### src/rtl/clic_core.sv
// clic_core: nested, vectored interrupt controller core.
// Arbitrates pended/enabled vectors against a priority threshold, redirects the
// fetch PC to the winning vector and keeps a LIFO of preempted {pc, threshold}
// contexts that is unwound when the all-ones return sentinel is fetched.
// Optional feature macro: CLIC_TAIL_CHAIN_EN (sentinel + eligible interrupt
// jumps straight to the new vector without a pop/push pair).
module clic_core #(
    parameter int unsigned VecSize        = 8,
    parameter int unsigned PrioLevels     = 8,
    parameter int unsigned IMemAddrWidth  = 20,
    parameter logic [11:0] VecCsrBase     = 12'hb00,
    parameter logic [11:0] EntryCsrBase   = 12'hb20,
    parameter logic [11:0] MIntThreshAddr = 12'h347,
    parameter logic [11:0] StackDepthAddr = 12'h350
) (
    input  logic                     clk,
    input  logic                     reset,
    input  logic                     csr_enable,
    input  logic [11:0]              csr_addr,
    input  logic [4:0]               rs1_zimm,
    input  logic [31:0]              rs1_data,
    input  logic [2:0]               csr_op,
    input  logic [IMemAddrWidth-1:0] pc_in,
    output logic [31:0]              out,
    output logic [IMemAddrWidth-1:0] pc_out
);

    localparam int unsigned PrioWidth  = $clog2(PrioLevels);
    localparam int unsigned DepthWidth = $clog2(PrioLevels + 1);
    localparam int unsigned VecWidth   = IMemAddrWidth - 2;
    localparam int unsigned EntryWidth = PrioWidth + 2;
    localparam int unsigned IdxWidth   = (VecSize > 1) ? $clog2(VecSize) : 1;
    localparam int unsigned SlotWidth  = (PrioLevels > 1) ? $clog2(PrioLevels) : 1;

    logic [VecWidth-1:0]      vec_q      [VecSize];
    logic [EntryWidth-1:0]    entry_q    [VecSize];
    logic [PrioWidth-1:0]     thresh_q;
    logic [IMemAddrWidth-1:0] stk_addr_q [PrioLevels];
    logic [PrioWidth-1:0]     stk_prio_q [PrioLevels];
    logic [DepthWidth-1:0]    depth_q;

    logic [VecSize-1:0]       vec_hit, entry_hit;
    logic                     thresh_hit;
    logic                     wr_op;
    logic [31:0]              operand, wr_val;
    logic                     take;
    logic [IdxWidth-1:0]      win_idx;
    logic [PrioWidth-1:0]     win_prio;
    logic [DepthWidth-1:0]    top_slot;
    logic [IMemAddrWidth-1:0] top_addr;
    logic [PrioWidth-1:0]     top_prio;
    logic                     sentinel, do_tail, do_take, do_pop;

    // CSR address decode and zero-extended read-back of the addressed register
    always_comb begin
        out        = '0;
        vec_hit    = '0;
        entry_hit  = '0;
        thresh_hit = (csr_addr == MIntThreshAddr);
        for (int k = 0; k < VecSize; k++) begin
            if (csr_addr == VecCsrBase + 12'(k)) begin
                vec_hit[k] = 1'b1;
                out        = 32'(vec_q[k]);
            end
            if (csr_addr == EntryCsrBase + 12'(k)) begin
                entry_hit[k] = 1'b1;
                out          = 32'(entry_q[k]);
            end
        end
        if (thresh_hit) out = 32'(thresh_q);
        if (csr_addr == StackDepthAddr) out = 32'(depth_q);
    end

    // Zicsr read-modify-write value; funct3[1:0]==0 (codes 0 and 4) never writes
    always_comb begin
        wr_op   = csr_enable && (csr_op[1:0] != 2'b00);
        operand = csr_op[2] ? {27'd0, rs1_zimm} : rs1_data;
        case (csr_op[1:0])
            2'b01:   wr_val = operand;
            2'b10:   wr_val = out | operand;
            2'b11:   wr_val = out & ~operand;
            default: wr_val = out;
        endcase
    end

    // Arbitration: strictly-greater compare keeps the lowest index on ties
    always_comb begin
        take     = 1'b0;
        win_idx  = '0;
        win_prio = '0;
        for (int k = 0; k < VecSize; k++) begin
            if (entry_q[k][1] && entry_q[k][0] && (entry_q[k][EntryWidth-1:2] > thresh_q) &&
                (!take || (entry_q[k][EntryWidth-1:2] > win_prio))) begin
                take     = 1'b1;
                win_idx  = IdxWidth'(k);
                win_prio = entry_q[k][EntryWidth-1:2];
            end
        end
    end

    // Stack top view and the per-cycle redirect / return decision
    always_comb begin
        top_slot = depth_q - 1'b1;
        top_addr = '0;
        top_prio = '0;
        if (depth_q != '0) begin
            top_addr = stk_addr_q[top_slot[SlotWidth-1:0]];
            top_prio = stk_prio_q[top_slot[SlotWidth-1:0]];
        end
        sentinel = &pc_in;
`ifdef CLIC_TAIL_CHAIN_EN
        do_tail = sentinel && take;
`else
        do_tail = 1'b0;
`endif
        do_take = take && !sentinel;
        do_pop  = sentinel && !do_tail;
        if (do_tail || do_take) begin
            pc_out = {vec_q[win_idx], 2'b00};
        end else if (do_pop) begin
            pc_out = top_addr;
        end else begin
            pc_out = pc_in;
        end
    end

    // State update: CSR writes, threshold (hardware wins), push/pop
    always_ff @(posedge clk) begin
        if (reset) begin
            for (int k = 0; k < VecSize; k++) begin
                vec_q[k]   <= '0;
                entry_q[k] <= '0;
            end
            for (int s = 0; s < PrioLevels; s++) begin
                stk_addr_q[s] <= '0;
                stk_prio_q[s] <= '0;
            end
            thresh_q <= '0;
            depth_q  <= '0;
        end else begin
            for (int k = 0; k < VecSize; k++) begin
                if (wr_op && vec_hit[k])   vec_q[k]   <= wr_val[VecWidth-1:0];
                if (wr_op && entry_hit[k]) entry_q[k] <= wr_val[EntryWidth-1:0];
            end
            if (do_take) begin
                thresh_q <= win_prio;
            end else if (do_pop) begin
                thresh_q <= top_prio;
            end else if (wr_op && thresh_hit) begin
                thresh_q <= wr_val[PrioWidth-1:0];
            end
            if (do_take && (depth_q != DepthWidth'(PrioLevels))) begin
                stk_addr_q[depth_q[SlotWidth-1:0]] <= pc_in;
                stk_prio_q[depth_q[SlotWidth-1:0]] <= thresh_q;
                depth_q <= depth_q + 1'b1;
            end else if (do_pop && (depth_q != '0)) begin
                depth_q <= depth_q - 1'b1;
            end
        end
    end

endmodule

### config.mk
export PLATFORM = sky130hd
export DESIGN_NAME = clic_core
export DESIGN_NICKNAME = d
export VERILOG_FILES = /design/src/rtl/clic_core.sv
export SDC_FILE = /design/constraint.sdc
export NUM_CORES = 1
export LEC_CHECK = 0
export CAP_MARGIN = 20
export CORE_UTILIZATION = 40
export DETAILED_ROUTE_END_ITERATION = 8
export HOLD_SLACK_MARGIN = 0.05
export PLACE_DENSITY = 0.64
export SYNTH_ARGS = -nofsm -noshare
export SYNTH_HDL_FRONTEND = slang
export SYNTH_SLANG_ARGS = --single-unit
### constraint.sdc
create_clock -name clk -period 34.6 [get_ports clk]
set_input_delay 3.46 -clock clk [delete_from_list [all_inputs] [get_ports clk]]
set_output_delay 3.46 -clock clk [all_outputs]
set_load 0.01 [all_outputs]
==> implementation parameters <==
Parameter                              Value

Critical path
  Endpoint of the worst register-to-register path ... thresh_q[0]
  Cell with the biggest individual delay on the critical path ... a21oi_4
  Slowest stage delay, CP ... around 720 ps
  Critical Path End ... pc_out[10]
  Register-to-Register Path Depth ... between 50 and 60
  Arrival @ worst endpoint ... around 16000 ps
  Register-to-register setup slack ... about 21000 ps
  Worst setup startpoint ... thresh_q[2]
  Biggest fanout along the worst timing path ... 34
  Critical path startpoint category ... flop
  Setup crit end kind ... output pin
  Launch instance of the worst register-to-register path ... thresh_q[2]
  Crit Path Class ... reg -> out
  Critical path's most frequent cell ... ha_1
  Data required time at the worst endpoint ... between 30000 and 40000 ps

Timing
  Tightest Pin Transition ... 1170 ps
  Final Max Slew Viols ... 0
  Setup-violating endpoint count in the final report ... 0
  Setup repair after global routing missed its margin ... no
  Final count of hold timing violations ... 0
  Setup_tns ... 0 ps
  Setup skew after layout ... roughly 27 ps
  Min cycle time layout ... about 19000 ps
  Final worst-path cycle share ... 0.561
  Highest clock rate ... 51.5 MHz
  Relative slew margins ... 0.221

Floorplan
  DIE AREA ... 54000 sq um
  Starting density of the core ... 0.404
  Floorplan Core Area ... between 50000 and 60000 sq um
  Count of standard-cell rows ... 84
  Floorplan die height ... approximately 230 microns
  Total I/O pin count ... ~130
  Horizontal die dimension ... 232 microns

Cells and area
  Finished Cell Area ... between 20000 and 25000 sq um
  Share of layout cells above drive strength 1 ... 0.118
  Antenna diode count ... 0
  Share of the core filled with cells in the final layout ... 0.461
  Final layout net count ... around 2000
  Area overhead of the layout relative to synthesis ... 14.1%

Synthesis
  Leading register cell type out of synthesis ... edfxtp_1
  Area of the mapped netlist ... 21200 sq um
  Total of flip-flops plus latches after synthesis ... 375
  List of most frequent post-synthesis cells ... edfxtp_1, and2_1, o21ai_0, nor2_1, nand2_1
  Synthesis warning total ... 0
  Library cells used by synthesis ... 98
  Number of flops mapped to enable cells by yosys ... roughly 370
  Post-synthesis area per instance ... ~12 sq um
  Share of synthesized flip-flops with an asynchronous set or reset ... 0
  Leading area contributor after synthesis ... edfxtp_1
  Gate count after technology mapping ... ~1800
  Share of synthesized area occupied by flip-flops and latches ... 0.527
  Share of Yosys cell area claimed by the top area cell type ... 0.520
  Most frequently used cell type in the post-synthesis netlist ... edfxtp_1
  Area contributors post-synth ... edfxtp_1, and2_1, mux4_2

Clock network
  Clock transition at the registers of the reported paths ... around 60 ps
  Htree depth ... 2
  Clock latency reported for the late side of the worst-skew pair ... roughly 570 ps
  Clock tree buffer depth ... 3
  Total of cells resized after clock tree synthesis ... 0
  Number of buffers inserted by hold repair at cts ... 0
  Cell chosen for the clock root ... clkbuf_16
  Setup Buffers After CTS ... 0
  Clock net sink count ... 375
  Number of buffers created by CTS ... 41
  CTS tree ... yes

Run status
  Outcome ... completed

GRT
  Antenna violations before repair ... 1
  Pin count of the biggest net entering global routing ... slightly below 60
  Total overflow reported by the global router ... 0
  Global-route wire length before repair ... between 100 and 150 mm
  Number of global-route vias before repair ... 16127
  Total routing resource utilization after global routing ... 0.257

Routing
  Post-detailed-route via-to-cell ratio ... a little over 6
  DRT Wirelength ... about 70 mm
  Drt first-iter violations ... between 1500 and 2000
  DRC errors left ... 0
  Vias post-DR ... between 15000 and 20000
  Number of detailed-route iterations in the first pass ... 5
  Average wire per standard cell ... around 27 microns
  Number of routed nets with antenna violations ... 0

Placement
  Buffers on Ports ... between 90 and 100
  Post-DP Area ... between 20000 and 25000 sq um
  Detailed placement HPWL ... between 40 and 50 mm
  Gp weighted congestion ... 0.943

Power and ir drop
  Pleak ... 0.00852 uW
  Worst vdd rail ir drop ... between 0.03 and 0.04 mV
  Power Total ... between 1500 and 2000 uW
  PD cells ... 66.4 nW/um^2

Run
  Reported max-cap violation count ... 0

Worst hold path
  Kind of path behind the tightest hold check ... reg -> reg
[report_power, final]
group          total (uW)  switching, uW  internal (uW)  leakage [uW]
Combinational         600            357            244       0.00414
Clock                 430            183            248      0.000624
Sequential            580           29.7            550       0.00375
Total                1610            569           1040       0.00852
[registers in the layout, summed over array words and instances (netlist names)]
signal	flops
depth_q	4
entry_q	40
stk_addr_q	160
thresh_q	3
vec_q	144
stk_prio_q	24
[metal layers]
| metal | routed length (microns) | vias to the layer above | track usage |
|---|---|---|---|
| li1 | - | 7102 | - |
| met1 | 28400 | 8029 | 0.342 |
| met2 | 32500 | 925 | 0.410 |
| met3 | 6870 | 160 | 0.0558 |
| met4 | 2360 | 0 | 0.0978 |
| met5 | 0 | - | 0 |
[layout make-up]
cell class | count | area [sq um]
fillers | 4751 | 28300
flip-flops and latches | 375 | 11200
inverters | 46 | 173
repair buffers | 144 | 1360
multi-input cells | 1294 | 9370
clock buffers | 51 | 1060
clock inverters | 23 | 214
well taps | 688 | 861
[cell families (layout without fill, tap and decap cells)]
kind of cell	count (synthesis)	after routing	synth area share
AO/OA/AOI/OAI	428	428	0.142
flip-flops	375	375	0.527
multiplexers	95	95	0.0733
XOR/XNOR	5	5	0.00206
AND/OR/NAND/NOR	705	705	0.187
buffers and inverters	187	264	0.0406
adder cells (fa/ha/maj)	47	47	0.0277
other	1	14	0.000177
[through the flow]
stage                     setup WS, ps  std cells  hold slack, ps
final                            15190       2621             653
after global routing             14050       2621             666
after CTS                        15480       2617             653
after detailed placement         16160       2543             644
after global placement           16290       2543             621
after floorplan                  19850       1856             536
[critical path, delay by kind of cell, from the launching register on]
kind            cells  cell delay, ps
compound gates     30            7610
flops               1             470
simple gates       17            3130
buf+inv             4            1520
fa+ha+maj           8            2380
mux                 1             250
[placed cells by master, fill, tap and decap left out, types with 10 or more instances in the layout]
master           instances
clkdlybuf4s50_1         96
edfxtp_1               368
inv_1                   45
a22o_1                  13
a21oi_1                 46
nand2b_1                16
mux2_2                  14
clkinv_1                10
o211ai_1                22
o21a_1                  32
a21boi_0                10
o21ai_0                102
a31oi_1                 25
buf_4                   42
a211oi_1                10
nor3_1                  55
clkbuf_16               41
nor2b_1                 51
clkbuf_1                10
nor2_1                  88
nand2_1                 82
mux4_2                  47
a22oi_1                 32
conb_1                  14
ha_1                    46
a32oi_1                 16
mux2i_1                 34
and2_1                 262
nand3_1                 53
a221oi_1                35
and3_1                  13
nor4_1                  13
[worst min-delay path by stage]
stage,startpoint,endpoint,slack (ps),cells past startpoint
after floorplan,depth_q[3],depth_q[3],540,2
after global placement,thresh_q[2],thresh_q[2],620,2
after detailed placement,thresh_q[2],thresh_q[2],640,2
after CTS,thresh_q[2],thresh_q[2],650,2
after global routing,thresh_q[2],thresh_q[2],670,2
final,thresh_q[2],thresh_q[2],650,2
Note: power is estimated with default switching activity, not from simulation.
